===== config.mk =====
export PLATFORM = sky130hd
export DESIGN_NAME = div_iter_param
export DESIGN_NICKNAME = d
export VERILOG_FILES = /design/src/rtl/div_iter_param.sv
export SDC_FILE = /design/constraint.sdc
export NUM_CORES = 1
export LEC_CHECK = 0
export ABC_CLOCK_PERIOD_IN_PS = 5790
export BUFFER_PORTS_ARGS = -buffer_cell sky130_fd_sc_hd__buf_4
export CAP_MARGIN = 5
export CORE_MARGIN = 4
export CORE_UTILIZATION = 39
export DETAILED_ROUTE_END_ITERATION = 10
export GPL_TIMING_DRIVEN = 0
export PLACE_DENSITY = 0.65
export SLEW_MARGIN = 0
export SYNTH_ARGS = -nofsm -noshare
export SYNTH_HDL_FRONTEND = slang
export SYNTH_SLANG_ARGS = --single-unit

===== constraint.sdc =====
create_clock -name clk -period 5.79 [get_ports clk]
set_input_delay 0.579 -clock clk [delete_from_list [all_inputs] [get_ports clk]]
set_output_delay 0.579 -clock clk [all_outputs]
set_load 0.02 [all_outputs]

===== src/rtl/div_iter_param.sv =====
// Iterative restoring divider (signed/unsigned) producing {remainder,quotient}, one bit per cycle.
// Optional build macro DIV_EARLY_OUT_EN: skip the iteration when |divisor| > |dividend|.
module div_iter_param #(
  parameter int WIDTH = 32,
  parameter int CNT_W = 6
) (
  input  logic               clk,
  input  logic               rst,
  input  logic               start_i,
  input  logic               signed_div_i,
  input  logic [WIDTH-1:0]   opdata1_i,
  input  logic [WIDTH-1:0]   opdata2_i,
  input  logic               annul_i,
  output logic [2*WIDTH-1:0] result_o,
  output logic               ready_o,
  output logic               busy_o,
  output logic               div_zero_o
);

  localparam logic [1:0] S_IDLE    = 2'd0;
  localparam logic [1:0] S_DIVZERO = 2'd1;
  localparam logic [1:0] S_ON      = 2'd2;
  localparam logic [1:0] S_END     = 2'd3;

  logic [1:0]         r_state;
  logic [CNT_W-1:0]   r_cnt;
  logic [WIDTH-1:0]   r_rem;
  logic [WIDTH-1:0]   r_quo;
  logic [WIDTH-1:0]   r_div;
  logic [WIDTH-1:0]   r_dvd;
  logic               r_neg_q;
  logic               r_neg_r;
  logic               r_zero;
  logic [2*WIDTH-1:0] r_result;
  logic               r_ready;
  logic               r_dz;

  logic               w_neg1;
  logic               w_neg2;
  logic [WIDTH-1:0]   w_abs1;
  logic [WIDTH-1:0]   w_abs2;
  logic               w_early;
  logic [WIDTH:0]     w_part;
  logic               w_ge;
  logic [WIDTH-1:0]   w_rem_nxt;
  logic [WIDTH-1:0]   w_quo_nxt;

  function automatic logic [WIDTH-1:0] f_cond_neg(input logic neg, input logic [WIDTH-1:0] v);
    return neg ? (~v + 1'b1) : v;
  endfunction

  assign w_neg1  = signed_div_i & opdata1_i[WIDTH-1];
  assign w_neg2  = signed_div_i & opdata2_i[WIDTH-1];
  assign w_abs1  = f_cond_neg(w_neg1, opdata1_i);
  assign w_abs2  = f_cond_neg(w_neg2, opdata2_i);
  assign w_early = (opdata2_i != '0) && (w_abs2 > w_abs1);

  // Restoring step: shift in the next dividend bit, subtract the divisor if it fits.
  assign w_part    = {r_rem, r_quo[WIDTH-1]};
  assign w_ge      = (w_part >= {1'b0, r_div});
  assign w_rem_nxt = w_ge ? (w_part[WIDTH-1:0] - r_div) : w_part[WIDTH-1:0];
  assign w_quo_nxt = {r_quo[WIDTH-2:0], w_ge};

  always_ff @(posedge clk) begin
    if (rst) begin
      r_state  <= S_IDLE;
      r_cnt    <= '0;
      r_result <= '0;
      r_ready  <= 1'b0;
      r_dz     <= 1'b0;
      r_rem    <= '0;
      r_quo    <= '0;
      r_div    <= '0;
      r_dvd    <= '0;
      r_neg_q  <= 1'b0;
      r_neg_r  <= 1'b0;
      r_zero   <= 1'b0;
    end else if (annul_i) begin
      r_state  <= S_IDLE;
      r_cnt    <= '0;
      r_result <= '0;
      r_ready  <= 1'b0;
      r_dz     <= 1'b0;
    end else begin
      case (r_state)
        S_IDLE: begin
          if (start_i) begin
            r_rem   <= '0;
            r_quo   <= w_abs1;
            r_div   <= w_abs2;
            r_dvd   <= opdata1_i;
            r_neg_q <= w_neg1 ^ w_neg2;
            r_neg_r <= w_neg1;
            r_zero  <= (opdata2_i == '0);
            r_cnt   <= '0;
            if (opdata2_i == '0) begin
              r_state <= S_DIVZERO;
`ifdef DIV_EARLY_OUT_EN
            end else if (w_early) begin
              r_state <= S_DIVZERO;
`endif
            end else begin
              r_state <= S_ON;
            end
          end
        end
        // Shared one-cycle path for divide-by-zero and early termination.
        S_DIVZERO: begin
          r_result <= r_zero ? '0 : {r_dvd, {WIDTH{1'b0}}};
          r_dz     <= r_zero;
          r_ready  <= 1'b1;
          r_state  <= S_END;
        end
        S_ON: begin
          r_rem <= w_rem_nxt;
          r_quo <= w_quo_nxt;
          r_cnt <= r_cnt + 1'b1;
          if (r_cnt == CNT_W'(WIDTH - 1)) begin
            r_result <= {f_cond_neg(r_neg_r, w_rem_nxt), f_cond_neg(r_neg_q, w_quo_nxt)};
            r_dz     <= 1'b0;
            r_ready  <= 1'b1;
            r_state  <= S_END;
          end
        end
        default: begin
          if (!start_i) begin
            r_result <= '0;
            r_ready  <= 1'b0;
            r_dz     <= 1'b0;
            r_state  <= S_IDLE;
          end
        end
      endcase
    end
  end

  logic w_unused;
  assign w_unused = w_early;

  assign result_o   = r_result;
  assign ready_o    = r_ready;
  assign busy_o     = (r_state != S_IDLE);
  assign div_zero_o = r_dz;

endmodule

After elaboration in Yosys (flattened, before gate mapping)
Index checks and enable logic that the tools add are counted.
W data, S select, Z words.
Operators by class
  $add $sub $neg: 6
  bitwise gates (word level): 9
  order comparisons: 1
  multiplexer cells: 25
  reduce and logical (&&, ||, !) cells: 10
  eq/ne operators: 7
Operators with widths (count)
  $mux W32: 7
  $mux W64: 3
  $pmux W64 S3: 1
  $add A32 B1 Y32 const B: 4
  $not A32 Y32: 4
  $pmux W32 S2: 2
  $ge A33 B32 Y1: 1
  $logic_not A32 Y1: 1
  $sub A32 B32 Y32: 1
  $pmux W6 S2: 1
  $reduce_and A3 Y1: 4
  $mux W2: 4
  $add A6 B1 Y6 const B: 1
  $eq A6 B5 Y1 const B: 1
  $mux W6: 1
  $pmux W1 S3: 2
  $pmux W2 S3: 1
  $ne A2 B2 Y1 const B: 2
  $ne A4 B1 Y1 const B: 1
  $reduce_bool A2 Y1: 2
  $mux W1: 3
  $ne A3 B1 Y1 const B: 1
  $and A1 B1 Y1: 2
  $eq A2 B1 Y1 const B: 1
  6 further kinds: 7
Storage, ports and cells
  output and inout bits: 67
  bits of input ports: 69
  register bits after elaboration: 205

Longest topological paths before layout
Gate-level depths: netlist of run 1.
  word-level depth: 7
  gate-level depth with buffers: 24
  gate-level depth less buffers: 19

Worst setup path before layout of run 1
No wires, ideal clock.
  path type: register to register
  start point: register r_rem[5]
  end point: register r_result[46] (netlist: result_o[46])
  path slack: 1431 ps
  stages on the path, launching flop included: 21
  arrival: 4231 ps
  period minus slack after synthesis: 4359 ps
  cells stage by stage: dfxtp_1 ha_1 buf_4 a21o_1 a21boi_2 o221a_4 a311oi_4 or2_1 buf_6 buf_6 buf_6 buf_2 mux2i_1 ha_1 inv_1 nor4b_1 a31oi_1 o31ai_1 xor2_1 a222oi_1 nor2_1
On the way
  longest elaborated chain between the ends: 7
  elaborated cells between the ends (all ways): 8
  classes of those cells: add/sub (2); order compare (1); mux (4); bitwise (1)
RTL lines
  start: declaration: line 27  | logic [WIDTH-1:0] r_rem;
  start signal: assignment: line 115  | r_rem <= w_rem_nxt;
  $sub A32 B32 Y32 or $ge A33 B32 Y1 (tied branches): line 61, 60
  $mux W32 *: line 61  | assign w_rem_nxt = w_ge ? (w_part[WIDTH-1:0] - r_div) : w_part[WIDTH-1:0];
  $not A32 Y32: line 49  | return neg ? (~v + 1'b1) : v;
  $add A32 B1 Y32: line 49
  $mux W32 *: line 49
  $mux W64 *: line 118  | if (r_cnt == CNT_W'(WIDTH - 1)) begin
  $pmux W64 S3 *: line 85  | case (r_state)
  end signal: assignment: line 109  | r_result <= r_zero ? '0 : {r_dvd, {WIDTH{1'b0}}};
  end signal: assignment: line 119  | r_result <= {f_cond_neg(r_neg_r, w_rem_nxt), f_cond_neg(r_neg_q, w_quo_nxt)};
  end: declaration: line 34  | logic [2*WIDTH-1:0] r_result;
Mark *: on every way between the ends. The rest lies on a longest branch, timed or not. The select of a mux whose other input is x is not followed.
A chain may end at the register's enable or synchronous reset.

Worst setup path in the final report of run 1
  start point: register r_rem[5]
  end point: register r_result[48] (netlist: result_o[48])
Same word-level chain as after synthesis.

==> impl_metrics.json, run 1 <==
{
  "status": "finished, final reports clean",
  "synth_enable_flop_cells": 0,
  "yosysUniqueCellTypes": 89,
  "rsz0062_at_grt": "false",
  "vias": 13602,
  "grt_pass1_vias": 12725,
  "max_freq_mhz": 182,
  "design_area_mm2": 0.0156,
  "r2r_cells": 23,
  "hold_viol": 0,
  "first_iter_violations": 1252,
  "clk_latency_ns": 0.55,
  "fin_crit_sh_pct": 95.1,
  "critPathMaxFanout": 10,
  "drcViolationCount": 0,
  "synthesis.instances": 1758,
  "required_ns": 6.21,
  "syn_to_final_growth_pct": 18.8,
  "cts.path.max_buffers": 3,
  "cts_buffers": 25,
  "hold_end": "r_dvd[23]",
  "yosysWarningCount": 0,
  "dr.pass1.iters": 6,
  "nets": 2030,
  "h-tree-depth": 1,
  "syn-num-nets": 1869,
  "grt_pass1_wl_mm": 70.5,
  "placeableCoreArea_mm2": 0.0329,
  "via_per_inst": 5.72,
  "place_area_mm2": 0.0147,
  "wl_mm": 46.5,
  "row_count": 66,
  "cp-start-kind": "flip-flop",
  "grt_start_max_net_pins": 14,
  "r2r_end": "result_o[48]",
  "port_buffers": 134,
  "gp_congestion": 0.964,
  "dpl.hpwl_mm": 36.7,
  "power.total_mw": 4.01,
  "io_pins": 136,
  "min_path_type": "input pin to flip-flop",
  "ant_nets": 0,
  "cts.sinks": 205,
  "drive_above_1_share_pct": 12.6,
  "antenna_found_initial": 0,
  "dieArea_mm2": 0.0367,
  "cts_tree": "done",
  "path_class": "flip-flop to flip-flop",
  "gr-total-overflow": 0,
  "dp_cells": 2334,
  "drv_slew": 0,
  "ys_seq_area_share_pct": 31.2,
  "ys.flop_type": "dfxtp_1",
  "maxCapViolCount": 0,
  "slew_headroom_pct": 19.5,
  "setup_viol_count_final": 0,
  "final_cells": 2380,
  "irDropWorstVdd_uv": 206,
  "setup_tns_ns": 0,
  "avgSynthCellArea_um2": 7.47,
  "period_needed_ns": 5.51,
  "die_w_um": 192,
  "die_y_um": 192,
  "whs_path_depth": 3,
  "p_leak_nw": 5.79,
  "grt_usage_pct": 24.2,
  "synth.cell_area_mm2": 0.0131,
  "skew_ns": 0.00906,
  "worst_slew_pin_slew_ns": 1.20,
  "setup_slack_ns": 0.282,
  "arrival_ns": 5.93,
  "start_util_pct": 40.0,
  "diodes": 0,
  "cts_root_buf": "clkbuf_16",
  "powerDensity_mw_per_mm2": 257,
  "r2r-start": "r_rem[5]",
  "worstSetupEndpointType": "flip-flop",
  "async_flop_share_pct": 0,
  "wl_per_cell_um": 19.5,
  "worstHoldStart": "opdata1_i[23]",
  "rrSetupSlack_ns": 0.28,
  "pre_cts_ws_ns": 0.226,
  "ys_ff_latch": 205,
  "cts.clk_slew.worst_paths_ns": 0.06
}
timing repair:
action | CTS | global route
resized for setup | 0 | 3
buffers inserted | 0 | 0
setup endpoints to repair | 0 | 8
hold buffers | 0 | 0
metal layers:
metal  global-route usage, %  wire (µm)
met1                    31.2      19700
met2                    40.2      21100
met3                    2.65       3220
met4                    11.9       2520
met5                       0          0
sequential cells by signal, summed over array words and instances, names as in the netlist:
signal      cells
r_cnt           6
r_div          32
r_quo          32
r_rem          32
r_state         2
r_neg_r         1
r_dvd          32
ready_o         1
r_zero          1
div_zero_o      1
r_neg_q         1
result_o       64
layout make-up:
class                           count  area [µm²]
Buffer                            113         487
Clock buffer                       32         702
Clock inverter                     14         190
Fill cell                        3363       17300
Inverter                           64         243
Multi-Input combinational cell   1376        8330
Sequential cell                   205        4100
Tap cell                          442         553
Timing Repair Buffer              134        1010
per-stage QoR:
stage	utilization (%)	hold slack (ns)
floorplan	-	0.432
global placement	44.7	0.441
detailed placement	44.7	0.451
CTS	47.4	0.301
global route	47.5	0.317
finish	47.5	0.314
cells in the final DEF, fill, tap and decap left out, types with 9 or more instances in the layout:
cell,count
nor3_1,29
clkbuf_1,84
a222oi_1,18
a22oi_1,56
buf_2,14
o21ai_0,103
nand3_1,29
dfxtp_1,205
xor2_1,49
nand4_1,10
or3_1,12
a211oi_1,41
o21a_1,9
nor4_1,18
or4_1,11
a31oi_1,20
nand2_1,274
clkbuf_16,25
ha_1,41
mux2i_1,14
inv_1,63
buf_4,140
o41ai_1,12
o31ai_1,25
a21oi_1,154
nor2_1,202
xnor2_1,90
and2_1,12
worst max path at each step:
stage	startpoint	endpoint	slack (ns)	cells past startpoint
after CTS	r_rem[5]	result_o[48]	0.20	23
after global placement	r_rem[5]	result_o[56]	0.25	21
after floorplan	r_rem[5]	result_o[46]	1.43	20
after detailed placement	r_rem[5]	result_o[48]	0.23	23
final	r_rem[5]	result_o[48]	0.28	23
after global routing	r_rem[5]	result_o[48]	0.02	23
worst max-delay path, cell delays in order (launching register included):
cell and delay (ns):
dfxtp_1 0.38, ha_1 0.31, buf_4 0.15, and4_1 0.28, nor4bb_1 0.41, nand4_1 0.18
o311ai_2 0.20, or2_1 0.19, buf_6 0.15, buf_6 0.16, buf_2 0.27, buf_2 0.37
nor2_1 0.07, a21oi_1 0.33, inv_1 0.09, ha_1 0.23, inv_1 0.12, nor3_1 0.08
and3_1 0.21, a31oi_2 0.40, o21ai_0 0.20, xor2_1 0.20, a222oi_1 0.33, nor2_1 0.06
power by group:
part | switching (mW) | leakage [nW] | internal [mW]
logic | 0.535 | 3.68 | 0.281
registers | 0.0430 | 1.66 | 1.46
clock network | 0.659 | 0.440 | 1.04
synth_stat cells (29+ instances only):
library cell / instances / area share [%]
nor3_1: 29 / 1.1
nor2_1: 202 / 5.8
xnor2_1: 90 / 6.0
o21ai_0: 103 / 3.9
clkbuf_1: 82 / 2.3
xor2_1: 49 / 3.3
a22oi_1: 56 / 3.2
inv_1: 63 / 1.8
a211oi_1: 41 / 2.3
dfxtp_1: 205 / 31
nand2_1: 274 / 7.8
a21oi_1: 154 / 5.9
nand3_1: 29 / 1.1
ha_1: 41 / 3.9
logic make-up (layout without fill, tap and decap cells):
family                   after synthesis  after routing  synth area share [%]
AND/OR/NAND/NOR                      659            659                  22.5
XOR/XNOR                             139            139                  9.27
multiplexers                          19             19                  1.50
adder cells (fa/ha/maj)               42             42                  4.06
AO/OA/AOI/OAI                        517            517                  25.9
buffers and inverters                177            357                  5.55
flip-flops                           205            205                  31.2
Power figures use the tool's default switching activity.
==> run 2: changes to the inputs <==
ABC_CLOCK_PERIOD_IN_PS = 6400   (was 5790)
clock period = 6.4 ns   (was 5.79 ns; I/O delays follow)
==> run 2 against run 1 <==
Effect of this change: sequential share of layout area barely moved; clock-buffer cell count unchanged; non-clock buffer count is the same; flip-flop and latch count did not move; first-iteration DRC count down 7.0%.
==> impl_metrics.json, run 2 (synthesis results as in run 1) <==
{
  "status": "finished, final reports clean",
  "clkPwrFrac_pct": 42.3,
  "drcViolationCount": 0,
  "final_common_cell": "nand2_1",
  "first_iter_violations": 1164,
  "arrival_ns": 6.15,
  "clk_latency_ns": 0.55,
  "p_int_mw": 2.51,
  "fillCellCount": 3363,
  "dr.pass1.iters": 7,
  "cts_buffers": 25,
  "hold_slack_ns": 0.380,
  "gr-total-overflow": 0,
  "dieArea_mm2": 0.0367,
  "diodes": 0,
  "syn_to_final_growth_pct": 18.7,
  "multiInputGateArea_mm2": 0.00831,
  "grt_usage_pct": 24.2,
  "setup_viol_count_final": 0,
  "power_frac_comb_pct": 20.2,
  "cts.sinks": 205,
  "crit_family": "simple AND/OR/NAND/NOR gates",
  "gp_congestion": 0.964,
  "fin_crit_sh_pct": 89.8,
  "cp_num_buf_inv": 7,
  "drv_slew": 0,
  "p_seq_share_pct": 37.4,
  "cts.clk_slew.worst_paths_ns": 0.06,
  "skew_ns": 0.0116,
  "final_cell_mix": "nand2_1, dfxtp_1, nor2_1",
  "drive_above_1_share_pct": 12.4,
  "path_class": "flip-flop to flip-flop",
  "max_freq_mhz": 174,
  "rsz0062_at_grt": "false",
  "hold_viol": 0,
  "row_count": 66,
  "dpl.hpwl_mm": 36.7,
  "port_buffers": 134,
  "grt_pass1_wl_mm": 70.5,
  "p_sw_mw": 1.11,
  "critPathMaxFanout": 10,
  "swShare_pct": 30.7,
  "maxCapViolCount": 0,
  "cts_tree": "done",
  "cp-start-kind": "flip-flop",
  "min_path_type": "input pin to flip-flop",
  "h-tree-depth": 1,
  "cpPeakStageDelay_ns": 0.55,
  "worstSetupEndpointType": "flip-flop",
  "path_cells": "ha_1 > buf_4 > and4_1 > nor4bb_1 > nand4_1 > o311ai_2 > or2_1 > buf_6 > buf_6 > buf_2 > buf_2 > a21oi_1 > inv_1 > ha_1 > inv_1 > nor4b_1 > a31oi_1 > nor4_1 > a21oi_1 > xor2_1 > o22ai_1",
  "vias": 13542,
  "io_pins": 136,
  "slowest_stage": "nor4b_1",
  "die_w_um": 192,
  "cts_root_buf": "clkbuf_16",
  "post_cts_buffers": 0,
  "antenna_found_initial": 0,
  "placeableCoreArea_mm2": 0.0329,
  "grt_start_max_net_pins": 14,
  "postCtsResizedCells": 0,
  "powerDensity_mw_per_mm2": 232,
  "p_leak_nw": 5.78,
  "wl_mm": 46.3,
  "power.total_mw": 3.62,
  "wl_per_cell_um": 19.5,
  "largest_reg_flops": 64,
  "grt_pass1_vias": 12725,
  "setup_tns_ns": 0,
  "nets": 2030,
  "hold_buffers": 0,
  "seq_area_mm2": 0.00410,
  "die_y_um": 192,
  "cts.path.max_buffers": 3,
  "slew_headroom_pct": 23.3,
  "required_ns": 6.81,
  "worst_slew_pin_slew_ns": 1.15,
  "via_per_inst": 5.69,
  "start_util_pct": 40.0,
  "period_needed_ns": 5.75,
  "irDropWorstVdd_uv": 185,
  "ant_nets": 0
}
run 2: cell types whose count changed in the layout (fill, tap and decap cells not counted):
| cell | previous run | this run |
|---|---|---|
| a31oi_2 | 2 | 1 |
| nor4b_2 | 1 | 0 |
| nor4_1 | 18 | 19 |
| nor4_2 | 2 | 1 |
| a31oi_1 | 20 | 21 |
| nor4b_1 | 4 | 5 |
run 2: final timing paths:
path / from / end / slack (ns) / cells after the start
worst min register to register: r_dvd[1] / r_dvd[1] / 0.46 / 2
worst max-delay path: r_rem[5] / result_o[56] / 0.65 / 21
worst max register to register: r_rem[5] / result_o[56] / 0.65 / 21
worst min-delay path: opdata1_i[23] / r_dvd[23] / 0.38 / 3
run 2: layout make-up:
class	count	share of cell area, %
Buffer	113	3.12
Clock buffer	32	4.50
Clock inverter	14	1.22
Inverter	64	1.56
Multi-Input combinational cell	1376	53.3
Sequential cell	205	26.3
Tap cell	442	3.55
Timing Repair Buffer	134	6.45
run 2: through the flow:
stage | util [%] | setup WS (ns) | cell area, µm² | instances
floorplan | - | 2.04 | 13100 | 1758
global placement | 44.7 | 0.864 | 14700 | 2334
detailed placement | 44.7 | 0.836 | 14700 | 2334
CTS | 47.4 | 0.811 | 15600 | 2380
global route | 47.4 | 0.392 | 15600 | 2380
finish | 47.4 | 0.652 | 15600 | 2380
run 2: worst reg2reg max path: cells and delay by family (launching register included):
family / cells / cell delay (ns)
AO/OA/AOI/OAI: 5 / 1.07
XOR/XNOR: 1 / 0.21
adder cells (fa/ha/maj): 2 / 0.50
buffers and inverters: 7 / 1.28
flip-flops: 1 / 0.38
AND/OR/NAND/NOR: 6 / 2.18
run 2: power groups by stage:
| stage | clock (mW) | combinational, mW | sequential, mW |
|---|---|---|---|
| after global routing | 1.60 | 0.798 | 1.36 |
| after CTS | 1.55 | 0.721 | 1.36 |
| after global placement | 0 | 0.710 | 1.38 |
| after detailed placement | 0 | 0.718 | 1.38 |
| after floorplan | 0 | 0.491 | 1.37 |
| final | 1.53 | 0.734 | 1.36 |
run 2: routing by layer:
layer,vias to the layer above,track usage (%),share of wire (%)
met5,-,0,0
met4,0,11.9,5.6
met3,126,2.65,6.7
met2,560,40.2,45
met1,6296,31.2,43
li1,6560,-,-
